$ cat src/rtl/cdb_arbiter_if.sv
// CDB arbiter bus bundle: three result producers on one side, CDB broadcast on the other.
// Latency: none (wires only).
// Backpressure: per-source src_ready; the broadcast side is never stalled.
// Ports: flush, src_valid/src_ready, srcN_tag/srcN_data in; cdb_valid/tag/data/src out.
// master = producers and CDB snoopers, slave = arbiter.
interface cdb_arbiter_if #(
   parameter int ROB_IDX_W = 3
);
   logic                 flush;
   logic [2:0]           src_valid;
   logic [2:0]           src_ready;
   logic [ROB_IDX_W-1:0] src0_tag;
   logic [ROB_IDX_W-1:0] src1_tag;
   logic [ROB_IDX_W-1:0] src2_tag;
   logic [31:0]          src0_data;
   logic [31:0]          src1_data;
   logic [31:0]          src2_data;
   logic                 cdb_valid;
   logic [ROB_IDX_W-1:0] cdb_tag;
   logic [31:0]          cdb_data;
   logic [1:0]           cdb_src;

   modport master (
      output flush, src_valid, src0_tag, src1_tag, src2_tag,
             src0_data, src1_data, src2_data,
      input  src_ready, cdb_valid, cdb_tag, cdb_data, cdb_src
   );

   modport slave (
      input  flush, src_valid, src0_tag, src1_tag, src2_tag,
             src0_data, src1_data, src2_data,
      output src_ready, cdb_valid, cdb_tag, cdb_data, cdb_src
   );
endinterface

$ cat src/rtl/cdb_arbiter.sv
// Round-robin share of the common data bus between ALU (0), branch unit (1) and LSQ (2).
// Latency: 2 edges from accept to cdb_valid, plus one cycle per lost arbitration.
// Backpressure: src_ready drops while a source's one-entry buffer is full and not draining.
// Ports: clk, rst_n (async, active low), bus (slave modport of cdb_arbiter_if).
module cdb_arbiter #(
   parameter int ROB_IDX_W = 3
) (
   input logic          clk,
   input logic          rst_n,
   cdb_arbiter_if.slave bus
);

   logic [2:0]           buf_vld;
   logic [ROB_IDX_W-1:0] buf_tag  [3];
   logic [31:0]          buf_data [3];
   logic [1:0]           last_grant;

   logic [ROB_IDX_W-1:0] in_tag  [3];
   logic [31:0]          in_data [3];
   logic [2:0]           grant;
   logic [1:0]           win;
   logic [1:0]           ord [3];
   logic [2:0]           xfer;

   assign in_tag[0]  = bus.src0_tag;
   assign in_tag[1]  = bus.src1_tag;
   assign in_tag[2]  = bus.src2_tag;
   assign in_data[0] = bus.src0_data;
   assign in_data[1] = bus.src1_data;
   assign in_data[2] = bus.src2_data;

   // Search order starts one past the previous winner, so the previous winner is last.
   // Walking the order backwards lets the highest-priority hit be the final assignment.
   always_comb begin
      ord   = '{2'd0, 2'd1, 2'd2};
      grant = 3'b000;
      win   = 2'd0;
      case (last_grant)
         2'd0:    ord = '{2'd1, 2'd2, 2'd0};
         2'd1:    ord = '{2'd2, 2'd0, 2'd1};
         default: ord = '{2'd0, 2'd1, 2'd2};
      endcase
      if (!bus.flush) begin
         for (int k = 2; k >= 0; k--) begin
            if (buf_vld[ord[k]]) begin
               grant = 3'b001 << ord[k];
               win   = ord[k];
            end
         end
      end
   end

   // A draining buffer accepts in the same cycle; rst_n gating keeps ready low in reset.
   assign bus.src_ready = {3{rst_n & ~bus.flush}} & (~buf_vld | grant);
   assign xfer          = bus.src_valid & bus.src_ready;

   always_ff @(posedge clk or negedge rst_n) begin
      if (!rst_n) begin
         buf_vld       <= 3'b000;
         last_grant    <= 2'd2;
         bus.cdb_valid <= 1'b0;
         bus.cdb_tag   <= '0;
         bus.cdb_data  <= '0;
         bus.cdb_src   <= 2'd0;
         for (int i = 0; i < 3; i++) begin
            buf_tag[i]  <= '0;
            buf_data[i] <= '0;
         end
      end else if (bus.flush) begin
         // Everything buffered or about to broadcast is wrong-path; last_grant keeps fairness.
         buf_vld       <= 3'b000;
         bus.cdb_valid <= 1'b0;
      end else begin
         for (int i = 0; i < 3; i++) begin
            if (xfer[i]) begin
               // Refill wins over drain: buffer stays valid with the new payload.
               buf_vld[i]  <= 1'b1;
               buf_tag[i]  <= in_tag[i];
               buf_data[i] <= in_data[i];
            end else if (grant[i]) begin
               buf_vld[i] <= 1'b0;
            end
         end
         bus.cdb_valid <= |grant;
         if (|grant) begin
            bus.cdb_tag  <= buf_tag[win];
            bus.cdb_data <= buf_data[win];
            bus.cdb_src  <= win;
            last_grant   <= win;
         end
      end
   end

endmodule

$ cat src/flat_wrapper.sv
// flat-port wrapper written by rule: the top's interface ports become plain ports
module cdb_arbiter_flat 
#(
   parameter int ROB_IDX_W = 3
)
  (clk, rst_n, bus_flush, bus_src_valid, bus_src0_tag, bus_src1_tag, bus_src2_tag, bus_src0_data, bus_src1_data, bus_src2_data, bus_src_ready, bus_cdb_valid, bus_cdb_tag, bus_cdb_data, bus_cdb_src);
  cdb_arbiter_if #(.ROB_IDX_W(ROB_IDX_W)) bus_i ();
  input logic clk;
  input logic rst_n;
  input wire logic [$bits(bus_i.flush)-1:0] bus_flush;
  input wire logic [$bits(bus_i.src_valid)-1:0] bus_src_valid;
  input wire logic [$bits(bus_i.src0_tag)-1:0] bus_src0_tag;
  input wire logic [$bits(bus_i.src1_tag)-1:0] bus_src1_tag;
  input wire logic [$bits(bus_i.src2_tag)-1:0] bus_src2_tag;
  input wire logic [$bits(bus_i.src0_data)-1:0] bus_src0_data;
  input wire logic [$bits(bus_i.src1_data)-1:0] bus_src1_data;
  input wire logic [$bits(bus_i.src2_data)-1:0] bus_src2_data;
  output wire logic [$bits(bus_i.src_ready)-1:0] bus_src_ready;
  output wire logic [$bits(bus_i.cdb_valid)-1:0] bus_cdb_valid;
  output wire logic [$bits(bus_i.cdb_tag)-1:0] bus_cdb_tag;
  output wire logic [$bits(bus_i.cdb_data)-1:0] bus_cdb_data;
  output wire logic [$bits(bus_i.cdb_src)-1:0] bus_cdb_src;
  assign bus_i.flush = bus_flush;
  assign bus_i.src_valid = bus_src_valid;
  assign bus_i.src0_tag = bus_src0_tag;
  assign bus_i.src1_tag = bus_src1_tag;
  assign bus_i.src2_tag = bus_src2_tag;
  assign bus_i.src0_data = bus_src0_data;
  assign bus_i.src1_data = bus_src1_data;
  assign bus_i.src2_data = bus_src2_data;
  assign bus_src_ready = bus_i.src_ready;
  assign bus_cdb_valid = bus_i.cdb_valid;
  assign bus_cdb_tag = bus_i.cdb_tag;
  assign bus_cdb_data = bus_i.cdb_data;
  assign bus_cdb_src = bus_i.cdb_src;
  cdb_arbiter #(.ROB_IDX_W(ROB_IDX_W)) u_core (.clk(clk), .rst_n(rst_n), .bus(bus_i));
endmodule
$ cat config.mk
export PLATFORM = sky130hd
export DESIGN_NAME = cdb_arbiter_flat
export DESIGN_NICKNAME = d
export VERILOG_FILES = /design/src/rtl/cdb_arbiter_if.sv /design/src/rtl/cdb_arbiter.sv /design/src/flat_wrapper.sv
export SDC_FILE = /design/constraint.sdc
export NUM_CORES = 1
export LEC_CHECK = 0
export ABC_AREA = 1
export ABC_CLOCK_PERIOD_IN_PS = 2800
export CORE_ASPECT_RATIO = 1.25
export CORE_MARGIN = 10
export CORE_UTILIZATION = 53
export CTS_BUF_LIST = sky130_fd_sc_hd__clkbuf_8
export DETAILED_ROUTE_END_ITERATION = 12
export PLACE_DENSITY_LB_ADDON = 0.12
export SLEW_MARGIN = 15
export SYNTH_ARGS = -nofsm -noshare
export SYNTH_HDL_FRONTEND = slang
export SYNTH_SLANG_ARGS = --single-unit
$ cat constraint.sdc
create_clock -name clk -period 2.8 [get_ports clk]
set_input_delay 0.84 -clock clk [delete_from_list [all_inputs] [get_ports clk]]
set_output_delay 0.84 -clock clk [all_outputs]
set_load 0.005 [all_outputs]
Yosys cells after proc, flatten, opt, wreduce, memory -nomap -nowiden
Cells that the tools add are included.

word-level totals
  register bits = 148
  input port bits = 111
  output and inout bits = 41
  logic and storage cells = 67

cells by class
  $lt $le $gt $ge = 4
  equality and inequality tests = 1
  shift operators = 3
  muxes and demuxes = 29
  bitwise logic cells = 7
  reductions and logical operators = 9

operator list
  kind                   count
  $bmux W32 S2           1
  $mux W32               2
  $mux W3                7
  $pmux W6 S2            1
  $mux W1                10
  $lt A2 B3 Y1 const B   3
  $reduce_bool A3 Y1     3
  $shl A1 B2 Y3 const A  3
  $mux W2                4
  $reduce_and A2 Y1      4
  $and A3 B3 Y3          2
  $bmux W1 S2            3
  $bmux W3 S2            1
  $ge A3 B3 Y1 const B   1
  $not A2 Y3             1
  $not A3 Y3             1
  $or A3 B3 Y3           1
  $reduce_or A3 Y1       1
  $eq A2 B1 Y1 const B   1
  $logic_not A2 Y1       1
  $and A1 B1 Y1          1
  $not A1 Y1             1

Logic depth before layout (Yosys ltp)
  depth in word-level cells = 13
  mapped depth = 12
  depth with buffers taken out = 10

Worst setup path before layout
OpenSTA, ideal clock, no wires.

  kind = input to output
  from = input port bus_flush
  to = output port bus_src_ready[2]
  arrival time = 1.625 ns
  data required time = 1.960 ns
  path slack = 0.335 ns
  stages = 4
  buffers on the path = 1
  cells stage by stage = inv_1 > nand2_1 > a21oi_4 > buf_4

between the ends
  longest elaborated chain between the ends = 3
  elaborated cells between the ends (all ways) = 5
  classes of those cells = mux (1); bitwise (4)

RTL lines
  element                                        line                source
  start: declaration                             flat_wrapper.sv:10  input wire logic [$bits(bus_i.flush)-1:0] bus_flush;
  $mux W3 or $not A1 Y1 (tied branches)          --
  $or A3 B3 Y3 or $and A1 B1 Y1 (tied branches)  cdb_arbiter.sv:54   assign bus.src_ready = {3{rst_n & ~bus.flush}} & (~buf_vld | grant);
  $and A3 B3 Y3 *                                cdb_arbiter.sv:54
  end: declaration                               flat_wrapper.sv:18  output wire logic [$bits(bus_i.src_ready)-1:0] bus_src_ready;

Mark *: on every way between the ends. The rest lies on a longest branch, timed or not.

Final worst setup path
  from = register u_core.last_grant[1]
  to = output port bus_src_ready[1]

between the ends
  longest elaborated chain between the ends = 10
  elaborated cells between the ends (all ways) = 18
  classes of those cells = eq/ne (1); shift (3); mux (11); bitwise (2); reduce/logical (1)

RTL lines
  element                                           line               source
  start: declaration                                cdb_arbiter.sv:16  logic [1:0] last_grant;
  start signal: assignment                          cdb_arbiter.sv:89  last_grant <= win;
  $eq A2 B1 Y1 or $logic_not A2 Y1 (tied branches)  cdb_arbiter.sv:38  case (last_grant)
  $pmux W6 S2 *                                     cdb_arbiter.sv:38
  $bmux W1 S2                                       cdb_arbiter.sv:45  if (buf_vld[ord[k]]) begin
  $mux W1 (not written as such)                     cdb_arbiter.sv:45
  $mux W3 (2 in a row)                              cdb_arbiter.sv:45
  $mux W3 *                                         cdb_arbiter.sv:45
  $mux W3 *                                         cdb_arbiter.sv:43  if (!bus.flush) begin
  $or A3 B3 Y3 *                                    cdb_arbiter.sv:54
  $and A3 B3 Y3 *                                   cdb_arbiter.sv:54

Mark *: on every way between the ends. The rest lies on a longest branch, timed or not. The select of a mux whose other input is x is not followed.

==> out/metrics.csv <==
stage,metric,value,unit
cts,numCtsBuffers,17,
floorplan,core_area,12780,µm²
final_layout,final_area,9060,µm²
final_layout,fill_cells,1076,
routing,top_layer,met4,
floorplan,dieWidth,122.5,µm
worst_setup_path,cp-end-kind,output port,
sta,layout_min_cycle_time,2.686,ns
worst_setup_path,crit_end,bus_src_ready[1],
sta,max_freq,372.3,MHz
yosys,synth_top_area_frac,0.5252,
cts,clock_sink_count,147,
routing,via_per_inst,5.151,
place,dpl_cell_area,8608,µm²
routing,vias,6346,
worst_setup_path,cp-start-kind,flop,
yosys,yosys-top-cells-count,"nand2_1, nor2_1, dfrtp_1",
cts,clockBufferDepth,2,
global_routing,globalRouteOverflowTotal,0,
yosys,ys_ff_latch,147,
worst_setup_path,worst-endpoint-required,1.96,ns
worst_setup_path,crit_arrival,1.85,ns
routing,first_pass_iters,5,
yosys,synth_area,6957,µm²
yosys,synth_seq_area_share,0.5290,
min_path,hold_class,reg2reg,
routing,met1_length,7755,µm
yosys,synth_edf_count,0,
cts,cts_tree,done,
sta,grt_setup_unrepaired,no,
sta,timing.final.ws_setup,0.1143,ns
place,pre_cts_slack,-0.5390,ns
sta,fin_crit_sh,0.9592,
pwr,ir_worst_vdd,0.7034,mV
place,port-buffer-count,151,
worst_setup_path,crit_path_start,u_core.last_grant[1],
yosys,ys_warn_count,0,
yosys,syn-num-nets,1028,
worst_setup_path,timing.rr.end,u_core.bus.cdb_data[2],
routing,route.detailed.wl_per_inst,15.84,µm
floorplan,ios,152,
place,dp_hpwl,13580,µm
yosys,ys_types,19,
yosys,synth_area_leaders,"dfrtp_1, nand2_1, nor2_1, nand3_1, nand4_1",
sta,drv_slew,0,
sta,slew_headroom,0.4613,
global_routing,grt_max_degree,148,
global_routing,antenna_found_initial,0,
final_layout,area_delta_synth_final,30.23,%
worst_setup_path,rrSetupSlack,0.39,ns
sta,tightest_slew,0.8081,ns
worst_setup_path,crit_type,reg2out,
routing,dr.first_iter.drc_count,616,
cts,clk_latency,0.44,ns
routing,drc,0,
global_routing,grt_first_pass_wirelength,30830,µm
outcome,status,"finished, final reports clean",
worst_setup_path,r2r_cells,11,
worst_setup_path,rr_startpoint,u_core.last_grant[0],
pwr,p_leak,4.687,nW
final_layout,fin_nets,1163,
worst_setup_path,path_max_fanout,4,
floorplan,die_y,148.1,µm
sta,setup_viol_count_final,0,
run,cap_viol_max_count,0,
cts,clk_root_buffer_cell,clkbuf_8,
routing,detail-route-antenna-nets,0,
global_routing,first_global_vias,6179,
floorplan,rows,46,
yosys,synth_ff_type,dfrtp_1,
yosys,yosysTopAreaCell,dfrtp_1,
place,gp_congestion,0.8413,
global_routing,grt_usage,0.2162,
floorplan,initial_core_util,0.5445,
cts,htree_num_levels,4,
sta,finalClockSkew,0.01154,ns
final_layout,diodes,0,
routing,wirelength,19510,µm
cts,clkSlewWorstSetupHoldPaths,0.07,ns
routing,routed-wl-met2,10200,µm
sta,finalHoldViolCount,0,
pwr,p_per_area,1009,nW/µm²
yosys,async_reset_ff_frac,1.000,
routing,wl_met3,893,µm
yosys,synth.avg_cell_area,7.586,µm²
yosys,yosysMostFrequentCell,nand2_1,
final_layout,drive_gt1_frac,0.07331,
yosys,synth_cells,917,
floorplan,die_area,18140,µm²
cells by family (layout without fill, tap and decap cells):
logic type,count (synthesis),in the layout,synth area share
buffers and inverters,102,249,0.06277
AND/OR/NAND/NOR,661,661,0.3980
AO/OA/AOI/OAI,7,7,0.01025
flip-flops,147,147,0.5290
cells in the final DEF, fill, tap and decap left out:
cell,count
clkdlybuf4s50_1,146
nor2_2,1
nand2_2,4
nand3_2,6
dfstp_2,1
clkbuf_2,2
clkinv_2,3
inv_2,2
o21ai_0,3
clkinv_4,2
nand4_2,1
nand4_1,36
nor2_1,176
bufinv_16,4
buf_2,1
nand2_4,2
nand2_1,324
a21oi_4,3
buf_4,22
inv_1,42
nand3_1,111
buf_6,1
dfrtp_1,146
dlygate4sd2_1,1
o211ai_1,1
clkbuf_8,20
buf_12,3
worst max-delay path, stage by stage (launching register included):
cell and delay [ns]:
dfstp_2 0.57, nor2_2 0.06, nand2_2 0.12, nand3_2 0.12
nand2_1 0.09, nand3_2 0.09, a21oi_4 0.21, clkbuf_2 0.15
power breakdown:
group          internal [mW]  total, mW  leakage [nW]  switching [mW]
clock                   1.03       1.79         0.231           0.760
combinational           1.65       4.08          2.65            2.44
sequential              2.86       3.27          1.80           0.409
total                   5.53       9.14          4.69            3.60
final cells by class:
type	count	area, µm²	area share
multi-input cells	668	2855	0.3151
repair buffers	176	1722	0.1900
flip-flops and latches	147	3680	0.4062
clock buffers	20	275.3	0.03038
clock inverters	11	160.2	0.01768
inverters	42	157.7	0.01740
well taps	168	210.2	0.02320
metal layers:
metal | up-vias | global-route usage
li1 | 3152 | -
met1 | 2995 | 0.2573
met2 | 157 | 0.3692
met3 | 42 | 0.04280
met4 | 0 | 0.09327
met5 | - | 0
how the worst min path moves through the flow:
stage,start,to,depth (start not counted)
after global routing,u_core.buf_data[69],u_core.buf_data[69],2
after detailed placement,u_core.buf_data[78],u_core.buf_data[78],2
final,u_core.buf_tag[7],u_core.buf_tag[7],2
after CTS,u_core.buf_tag[7],u_core.buf_tag[7],2
after global placement,u_core.buf_tag[7],u_core.buf_tag[7],2
after floorplan,u_core.buf_data[64],u_core.buf_data[64],2
metrics by stage:
step	utilization	instances	total power, mW	TNS [ns]	hold WS, ns
2_1_floorplan	-	917	5.768	0	0.4419
3_5_place_dp	0.6737	1198	7.360	-16.58	0.4580
6_report	0.7091	1232	9.138	0	0.4723
3_3_place_gp	0.6737	1198	7.270	-14.34	0.4540
5_1_grt	0.7091	1232	9.852	0	0.4898
4_1_cts	0.7095	1232	9.200	-0.01939	0.4752
state kept, by name (all words and copies together) (netlist names):
register,flops
u_core.buf_data,96
u_core.bus.cdb_data,32
u_core.buf_tag,9
u_core.buf_vld,3
u_core.bus.cdb_tag,3
u_core.last_grant,2
u_core.bus.cdb_src,1
u_core.bus.cdb_valid,1
repair_timing:
item                       4_1_cts  5_1_grt
resized for setup               10        5
setup buffers                    3        0
hold buffers                     0        0
hold endpoints to repair         0        0
setup endpoints to repair        3        2
pin swaps                        1        2
(Power assumes the default switching activity.)
